### config.mk
export PLATFORM = sky130hd
export DESIGN_NAME = uart_dump_scheduler
export DESIGN_NICKNAME = d
export VERILOG_FILES = /design/src/rtl/uart_dump_scheduler.sv
export SDC_FILE = /design/constraint.sdc
export NUM_CORES = 1
export LEC_CHECK = 0
export ABC_AREA = 1
export BUFFER_PORTS_ARGS = -buffer_cell sky130_fd_sc_hd__buf_2
export CAP_MARGIN = 40
export CELL_PAD_IN_SITES_DETAIL_PLACEMENT = 1
export CELL_PAD_IN_SITES_GLOBAL_PLACEMENT = 1
export CORE_ASPECT_RATIO = 0.8
export CORE_MARGIN = 2
export CORE_UTILIZATION = 45
export CTS_CLUSTER_SIZE = 25
export DETAILED_ROUTE_END_ITERATION = 8
export GPL_TIMING_DRIVEN = 0
export PLACE_DENSITY_LB_ADDON = 0.1
export SKIP_LAST_GASP = 1
export SYNTH_ARGS = -nofsm -noshare
export SYNTH_HDL_FRONTEND = slang
export SYNTH_SLANG_ARGS = --single-unit
### constraint.sdc
create_clock -name CLOCK_50 -period 6.5 [get_ports CLOCK_50]
set_clock_uncertainty 0.15 [all_clocks]
set_input_delay 0.65 -clock CLOCK_50 [delete_from_list [all_inputs] [get_ports CLOCK_50]]
set_output_delay 0.65 -clock CLOCK_50 [all_outputs]
set_load 0.005 [all_outputs]
### src/rtl/uart_dump_scheduler.sv
// Streams a block of 16-bit sample words from the sample RAM to a UART byte transmitter, low byte first.
// Optional feature macro UART_DUMP_CHECKSUM_EN appends one XOR checksum byte after the block.
module uart_dump_scheduler #(
    parameter int ADDR_W      = 14,
    parameter int ACK_TIMEOUT = 8
) (
    input  logic              CLOCK_50,
    input  logic              RESET,
    input  logic              start,
    input  logic              abort,
    input  logic [ADDR_W-1:0] base_addr,
    input  logic [ADDR_W-1:0] length,
    output logic [ADDR_W-1:0] rd_address,
    input  logic [15:0]       rd_data,
    output logic [7:0]        tx_data,
    output logic              tx_en,
    input  logic              tx_rdy,
    output logic              busy,
    output logic              done,
    output logic              error,
    output logic [ADDR_W-1:0] word_count
);

    localparam int                TMO_W     = $clog2(ACK_TIMEOUT + 1);
    localparam logic [TMO_W-1:0]  TMO_LAST  = TMO_W'(ACK_TIMEOUT - 1);
    localparam logic [TMO_W-1:0]  TMO_ZERO  = {TMO_W{1'b0}};
    localparam logic [TMO_W-1:0]  TMO_ONE   = TMO_W'(1);
    localparam logic [ADDR_W-1:0] ADDR_ZERO = {ADDR_W{1'b0}};
    localparam logic [ADDR_W-1:0] ADDR_ONE  = ADDR_W'(1);

    typedef enum logic [3:0] {
        S_IDLE     = 4'd0,
        S_READ     = 4'd1,
        S_LOAD     = 4'd2,
        S_SEND_LO  = 4'd3,
        S_ACK_LO   = 4'd4,
        S_DRAIN_LO = 4'd5,
        S_SEND_HI  = 4'd6,
        S_ACK_HI   = 4'd7,
        S_DRAIN_HI = 4'd8,
        S_NEXT     = 4'd9,
        S_DONE     = 4'd10,
        S_SEND_CS  = 4'd11,
        S_ACK_CS   = 4'd12,
        S_DRAIN_CS = 4'd13
    } state_t;

`ifdef UART_DUMP_CHECKSUM_EN
    localparam state_t S_AFTER_LAST = S_SEND_CS;

    function automatic logic [7:0] cs_next(input logic [7:0] cs, input logic [7:0] b);
        return cs ^ b;
    endfunction

    logic [7:0] cs_q, cs_d;
`else
    localparam state_t S_AFTER_LAST = S_DONE;
`endif

    state_t            state_q, state_d;
    logic [ADDR_W-1:0] base_q, base_d;
    logic [ADDR_W-1:0] len_q, len_d;
    logic [ADDR_W-1:0] idx_q, idx_d;
    logic [15:0]       word_q, word_d;
    logic [TMO_W-1:0]  tmo_q, tmo_d;
    logic [ADDR_W-1:0] rd_address_q, rd_address_d;
    logic [7:0]        tx_data_q, tx_data_d;
    logic              tx_en_q, tx_en_d;
    logic              busy_q, busy_d;
    logic              done_q, done_d;
    logic              error_q, error_d;
    logic [ADDR_W-1:0] word_count_q, word_count_d;
    logic [ADDR_W-1:0] idx_inc_s;

    assign idx_inc_s = idx_q + ADDR_ONE;

    // Next-state and registered-output computation for the dump sequencer.
    always_comb begin
        state_d      = state_q;
        base_d       = base_q;
        len_d        = len_q;
        idx_d        = idx_q;
        word_d       = word_q;
        tmo_d        = tmo_q;
        rd_address_d = rd_address_q;
        tx_data_d    = tx_data_q;
        tx_en_d      = 1'b0;
        busy_d       = busy_q;
        done_d       = 1'b0;
        error_d      = error_q;
        word_count_d = word_count_q;
`ifdef UART_DUMP_CHECKSUM_EN
        cs_d         = cs_q;
`endif
        if (abort && (state_q != S_IDLE)) begin
            state_d = S_IDLE;
            busy_d  = 1'b0;
        end else begin
            case (state_q)
                S_IDLE: begin
                    if (start && !abort) begin
                        base_d       = base_addr;
                        len_d        = length;
                        idx_d        = ADDR_ZERO;
                        word_count_d = ADDR_ZERO;
                        error_d      = 1'b0;
                        busy_d       = 1'b1;
`ifdef UART_DUMP_CHECKSUM_EN
                        cs_d         = 8'h00;
`endif
                        if (length == ADDR_ZERO) begin
                            state_d = S_AFTER_LAST;
                        end else begin
                            // Address is registered here so it is stable for the whole READ cycle.
                            rd_address_d = base_addr;
                            state_d      = S_READ;
                        end
                    end else begin
                        state_d = S_IDLE;
                    end
                end
                S_READ: state_d = S_LOAD;
                S_LOAD: begin
                    word_d  = rd_data;
                    state_d = S_SEND_LO;
                end
                S_SEND_LO: begin
                    if (tx_rdy) begin
                        tx_data_d = word_q[7:0];
                        tx_en_d   = 1'b1;
                        tmo_d     = TMO_ZERO;
`ifdef UART_DUMP_CHECKSUM_EN
                        cs_d      = cs_next(cs_q, word_q[7:0]);
`endif
                        state_d   = S_ACK_LO;
                    end else begin
                        state_d = S_SEND_LO;
                    end
                end
                S_ACK_LO: begin
                    if (!tx_rdy) begin
                        state_d = S_DRAIN_LO;
                    end else if (tmo_q == TMO_LAST) begin
                        error_d = 1'b1;
                        state_d = S_DONE;
                    end else begin
                        tmo_d = tmo_q + TMO_ONE;
                    end
                end
                S_DRAIN_LO: state_d = tx_rdy ? S_SEND_HI : S_DRAIN_LO;
                S_SEND_HI: begin
                    if (tx_rdy) begin
                        tx_data_d = word_q[15:8];
                        tx_en_d   = 1'b1;
                        tmo_d     = TMO_ZERO;
`ifdef UART_DUMP_CHECKSUM_EN
                        cs_d      = cs_next(cs_q, word_q[15:8]);
`endif
                        state_d   = S_ACK_HI;
                    end else begin
                        state_d = S_SEND_HI;
                    end
                end
                S_ACK_HI: begin
                    if (!tx_rdy) begin
                        state_d = S_DRAIN_HI;
                    end else if (tmo_q == TMO_LAST) begin
                        error_d = 1'b1;
                        state_d = S_DONE;
                    end else begin
                        tmo_d = tmo_q + TMO_ONE;
                    end
                end
                S_DRAIN_HI: state_d = tx_rdy ? S_NEXT : S_DRAIN_HI;
                S_NEXT: begin
                    word_count_d = word_count_q + ADDR_ONE;
                    idx_d        = idx_inc_s;
                    if (idx_inc_s == len_q) begin
                        state_d = S_AFTER_LAST;
                    end else begin
                        rd_address_d = base_q + idx_inc_s;
                        state_d      = S_READ;
                    end
                end
                S_DONE: begin
                    done_d  = 1'b1;
                    busy_d  = 1'b0;
                    state_d = S_IDLE;
                end
`ifdef UART_DUMP_CHECKSUM_EN
                S_SEND_CS: begin
                    if (tx_rdy) begin
                        tx_data_d = cs_q;
                        tx_en_d   = 1'b1;
                        tmo_d     = TMO_ZERO;
                        state_d   = S_ACK_CS;
                    end else begin
                        state_d = S_SEND_CS;
                    end
                end
                S_ACK_CS: begin
                    if (!tx_rdy) begin
                        state_d = S_DRAIN_CS;
                    end else if (tmo_q == TMO_LAST) begin
                        error_d = 1'b1;
                        state_d = S_DONE;
                    end else begin
                        tmo_d = tmo_q + TMO_ONE;
                    end
                end
                S_DRAIN_CS: state_d = tx_rdy ? S_DONE : S_DRAIN_CS;
`endif
                default: begin
                    state_d = S_IDLE;
                    busy_d  = 1'b0;
                end
            endcase
        end
    end

    // State and output registers; reset clears everything asynchronously, including tx_en.
    always_ff @(posedge CLOCK_50 or posedge RESET) begin
        if (RESET) begin
            state_q      <= S_IDLE;
            base_q       <= {ADDR_W{1'b0}};
            len_q        <= {ADDR_W{1'b0}};
            idx_q        <= {ADDR_W{1'b0}};
            word_q       <= 16'h0000;
            tmo_q        <= {TMO_W{1'b0}};
            rd_address_q <= {ADDR_W{1'b0}};
            tx_data_q    <= 8'h00;
            tx_en_q      <= 1'b0;
            busy_q       <= 1'b0;
            done_q       <= 1'b0;
            error_q      <= 1'b0;
            word_count_q <= {ADDR_W{1'b0}};
`ifdef UART_DUMP_CHECKSUM_EN
            cs_q         <= 8'h00;
`endif
        end else begin
            state_q      <= state_d;
            base_q       <= base_d;
            len_q        <= len_d;
            idx_q        <= idx_d;
            word_q       <= word_d;
            tmo_q        <= tmo_d;
            rd_address_q <= rd_address_d;
            tx_data_q    <= tx_data_d;
            tx_en_q      <= tx_en_d;
            busy_q       <= busy_d;
            done_q       <= done_d;
            error_q      <= error_d;
            word_count_q <= word_count_d;
`ifdef UART_DUMP_CHECKSUM_EN
            cs_q         <= cs_d;
`endif
        end
    end

    assign rd_address = rd_address_q;
    assign tx_data    = tx_data_q;
    assign tx_en      = tx_en_q;
    assign busy       = busy_q;
    assign done       = done_q;
    assign error      = error_q;
    assign word_count = word_count_q;

endmodule

==> summary.txt <==
WL/cell -> 17.8 um
Period minus WS final -> 3.25 ns
Worst setup margin -> 3.25 ns
IR drop worst, VDD -> 0.151 mV
Clock sinks -> 106
Die Wd -> 132 um
Htree depth -> 3
Initial antenna violation count -> 0
Post-synth top area share -> 44.7%
# nets final -> 936
Number of placed I/O pins -> 89
Tot GR Track Use -> 27.5%
Kind of end point of the critical path -> flop
Power per cell area -> 341 nW/um2
Crit Path Category -> flop to flop
CTS root buf -> clkbuf_16
Final period util -> 49.9%
CP Data Required Time -> 6.64 ns
Die area -> 14100 um2
WL final -> 18700 um
Clock-pin transition on the worst setup and hold timing paths -> 0.08 ns
Arr. time, crit path -> 3.39 ns
Top cells by area, synth -> dfrtp_1 (45%), nand2_1 (14%), inv_1 (5.8%), o21ai_0 (4.8%), nand3_1 (4.5%)
Endpoints failing setup -> 0
GR Overflow Total -> 0
Power Total -> 2.35 mW
Largest family of logic cells by synthesized area -> simple AND/OR/NAND/NOR gates
Worst min-delay path class -> input port to asynchronous set/reset pin
CTS tree -> built
Global-route wire length before repair -> 30800 um
Distinct cells, synth -> 42
Num rows -> 37
Unrepaired setup endpoints after global routing -> no
Area Overhead vs Synth -> 16.2%
Hold Vio Cnt, Final -> 0
Synth Area in Compound Gates -> 11.9%
Via count -> 5684
Antenna Cells -> 0
Syn Nets -> 837
Layout cells sized above 1 -> 17.2%
1st-pass router iterations -> 4
Placed cell areas -> 6620 um2
Yosys reg bits -> 106
Mux cell area share after synthesis -> 3.04%
Fmax -> 308 MHz
Setup TNS -> 0 ns
Post-synthesis xor/xnor area fraction -> 1.03%
Synthesized instance count -> 771
Die height -> 107 um
Post-synth top flop -> dfrtp_1
Max transition margin -> 48.2%
Register area share after synthesis -> 44.7%
Post-CTS setup buffer count -> 0
DRT antenna net count -> 0
Largest net degree at the start of global routing -> 57
Iter 0 DRT Violations -> 257
Post-CTS resize count -> 0
Vias in the first global route -> 6040
Hold buffers post-CTS -> 0
Worst-margin pin slew -> 0.774 ns
Max Cap Viol -> 0
DRC Markers -> 0
Worst Setup Start Kind -> flop
Number of port buffers -> 87
Worst-path fanout max -> 6
Finished Cell Area -> 6890 um2
Post-DP HPWL -> 14700 um
Outcome -> finished clean
Area leader, netlist -> dfrtp_1
Number of synthesized flops with an enable pin -> 0
Mean Syn Cell Area -> 7.69 um2
Max Slew Vio Count -> 0
CTS Buf Count -> 9
CORE AREA -> 12900 um2
Synthesized area -> 5930 um2
Async set or reset register ratio after synthesis -> 100%
Pre-CTS setup slack -> 3.37 ns
Initial Utilization -> 46.1%
Yosys Warn Count -> 0
Number of buffers on the longest clock path -> 2
P_leak -> 3.54 nW
Final Wtd Congestion -> 0.948
Number of vias per cell -> 5.42
Synth Area in Adders -> 3.71%
Latest clock arrival within the worst-skew pair -> 0.36 ns
Simple-gate share of the synthesized area -> 28.0%
## flip-flops by register name, indices dropped and copies added (netlist names)
signal	cells
base_q	14
busy	1
done	1
error	1
idx_q	14
len_q	14
rd_address	14
state_q	4
tmo_q	4
tx_data	8
tx_en	1
word_count	14
word_q	16
## worst paths after layout
kind / from / to / slack [ns] / depth (start not counted)
max reg2reg: idx_q[0] / rd_address[7] / 3.25 / 14
min reg2reg: rd_address[2] / rd_address[2] / 0.32 / 2
max: idx_q[0] / rd_address[7] / 3.25 / 14
max in group asynchronous: RESET / rd_address[11] / 5.20 / 3
min in group CLOCK_50: rd_address[2] / rd_address[2] / 0.32 / 2
min: RESET / word_q[0] / 0.28 / 2
## cell usage after synthesis (6+ instances only)
| cell type | count |
|---|---|
| nand2_1 | 221 |
| dfrtp_1 | 106 |
| inv_1 | 91 |
| nor2_1 | 62 |
| o21ai_0 | 57 |
| nand3_1 | 53 |
| a21oi_1 | 28 |
| ha_1 | 16 |
| mux2_2 | 16 |
| a31oi_1 | 14 |
| o22ai_1 | 13 |
| nor3_1 | 12 |
| clkbuf_1 | 11 |
| nand4_1 | 7 |
| nand2_2 | 6 |
| or2_2 | 6 |
## critical path: stages (launching register included)
cell     delay, ns
dfrtp_1       0.48
ha_1          0.28
nand2_1       0.14
nor2_2        0.18
inv_1         0.06
nand2_1       0.12
inv_1         0.11
ha_1          0.42
nand2_1       0.14
nor2_1        0.25
a21oi_1       0.12
xor2_1        0.14
o21ai_0       0.36
nand3_1       0.13
nand2_1       0.09
## placed cells by master (no fill, tap or decap), drive strengths merged, types with 5 or more instances in the layout
cell type	n
mux2	16
nand2	228
o22ai	13
a21oi	28
buf	95
nor2	69
nor3	12
ha	16
o21ai	60
inv	96
nand3	53
a31oi	14
nand4	8
or2	6
nand3b	5
dfrtp	106
clkbuf	20
xor2	5
## final cells by class
cell class,count,area (um2)
Buffer,18,96.3
Timing Repair Buffer,88,463
Clock buffer,9,225
Clock inverter,6,48.8
Multi-Input combinational cell,553,2830
Sequential cell,106,2650
Fill cell,1674,5980
Tap cell,175,219
Inverter,94,355
## cells by family after synthesis
group                      after synthesis
muxes                                   16
xor gates and xnor gates                 7
buffers and inverters                  112
and+or+nand+nor                        386
DFF                                    106
adders and majority gates               17
AOI/OAI and AO/OA                      127
## through the flow
| step | cells | hold slack [ns] | util [%] |
|---|---|---|---|
| final | 1049 | 0.276 | 53.5 |
| after CTS | 1049 | 0.303 | 53.5 |
| after global placement | 1033 | 0.303 | 51.2 |
| after detailed placement | 1034 | 0.311 | 51.4 |
| after global routing | 1049 | 0.325 | 53.5 |
| after floorplan | 771 | 0.304 | - |
## layer usage
layer / share of wire, % / global-route usage [%]
met5: 0 / 0
met4: 0.81 / 5.22
met3: 3.8 / 5.15
met2: 48 / 47.0
met1: 47 / 37.0
## report_power, final
group	switching, mW	internal, mW
registers	0.138	0.881
logic	0.479	0.321
clock network	0.267	0.263
total	0.884	1.46
(Power assumes the default switching activity.)
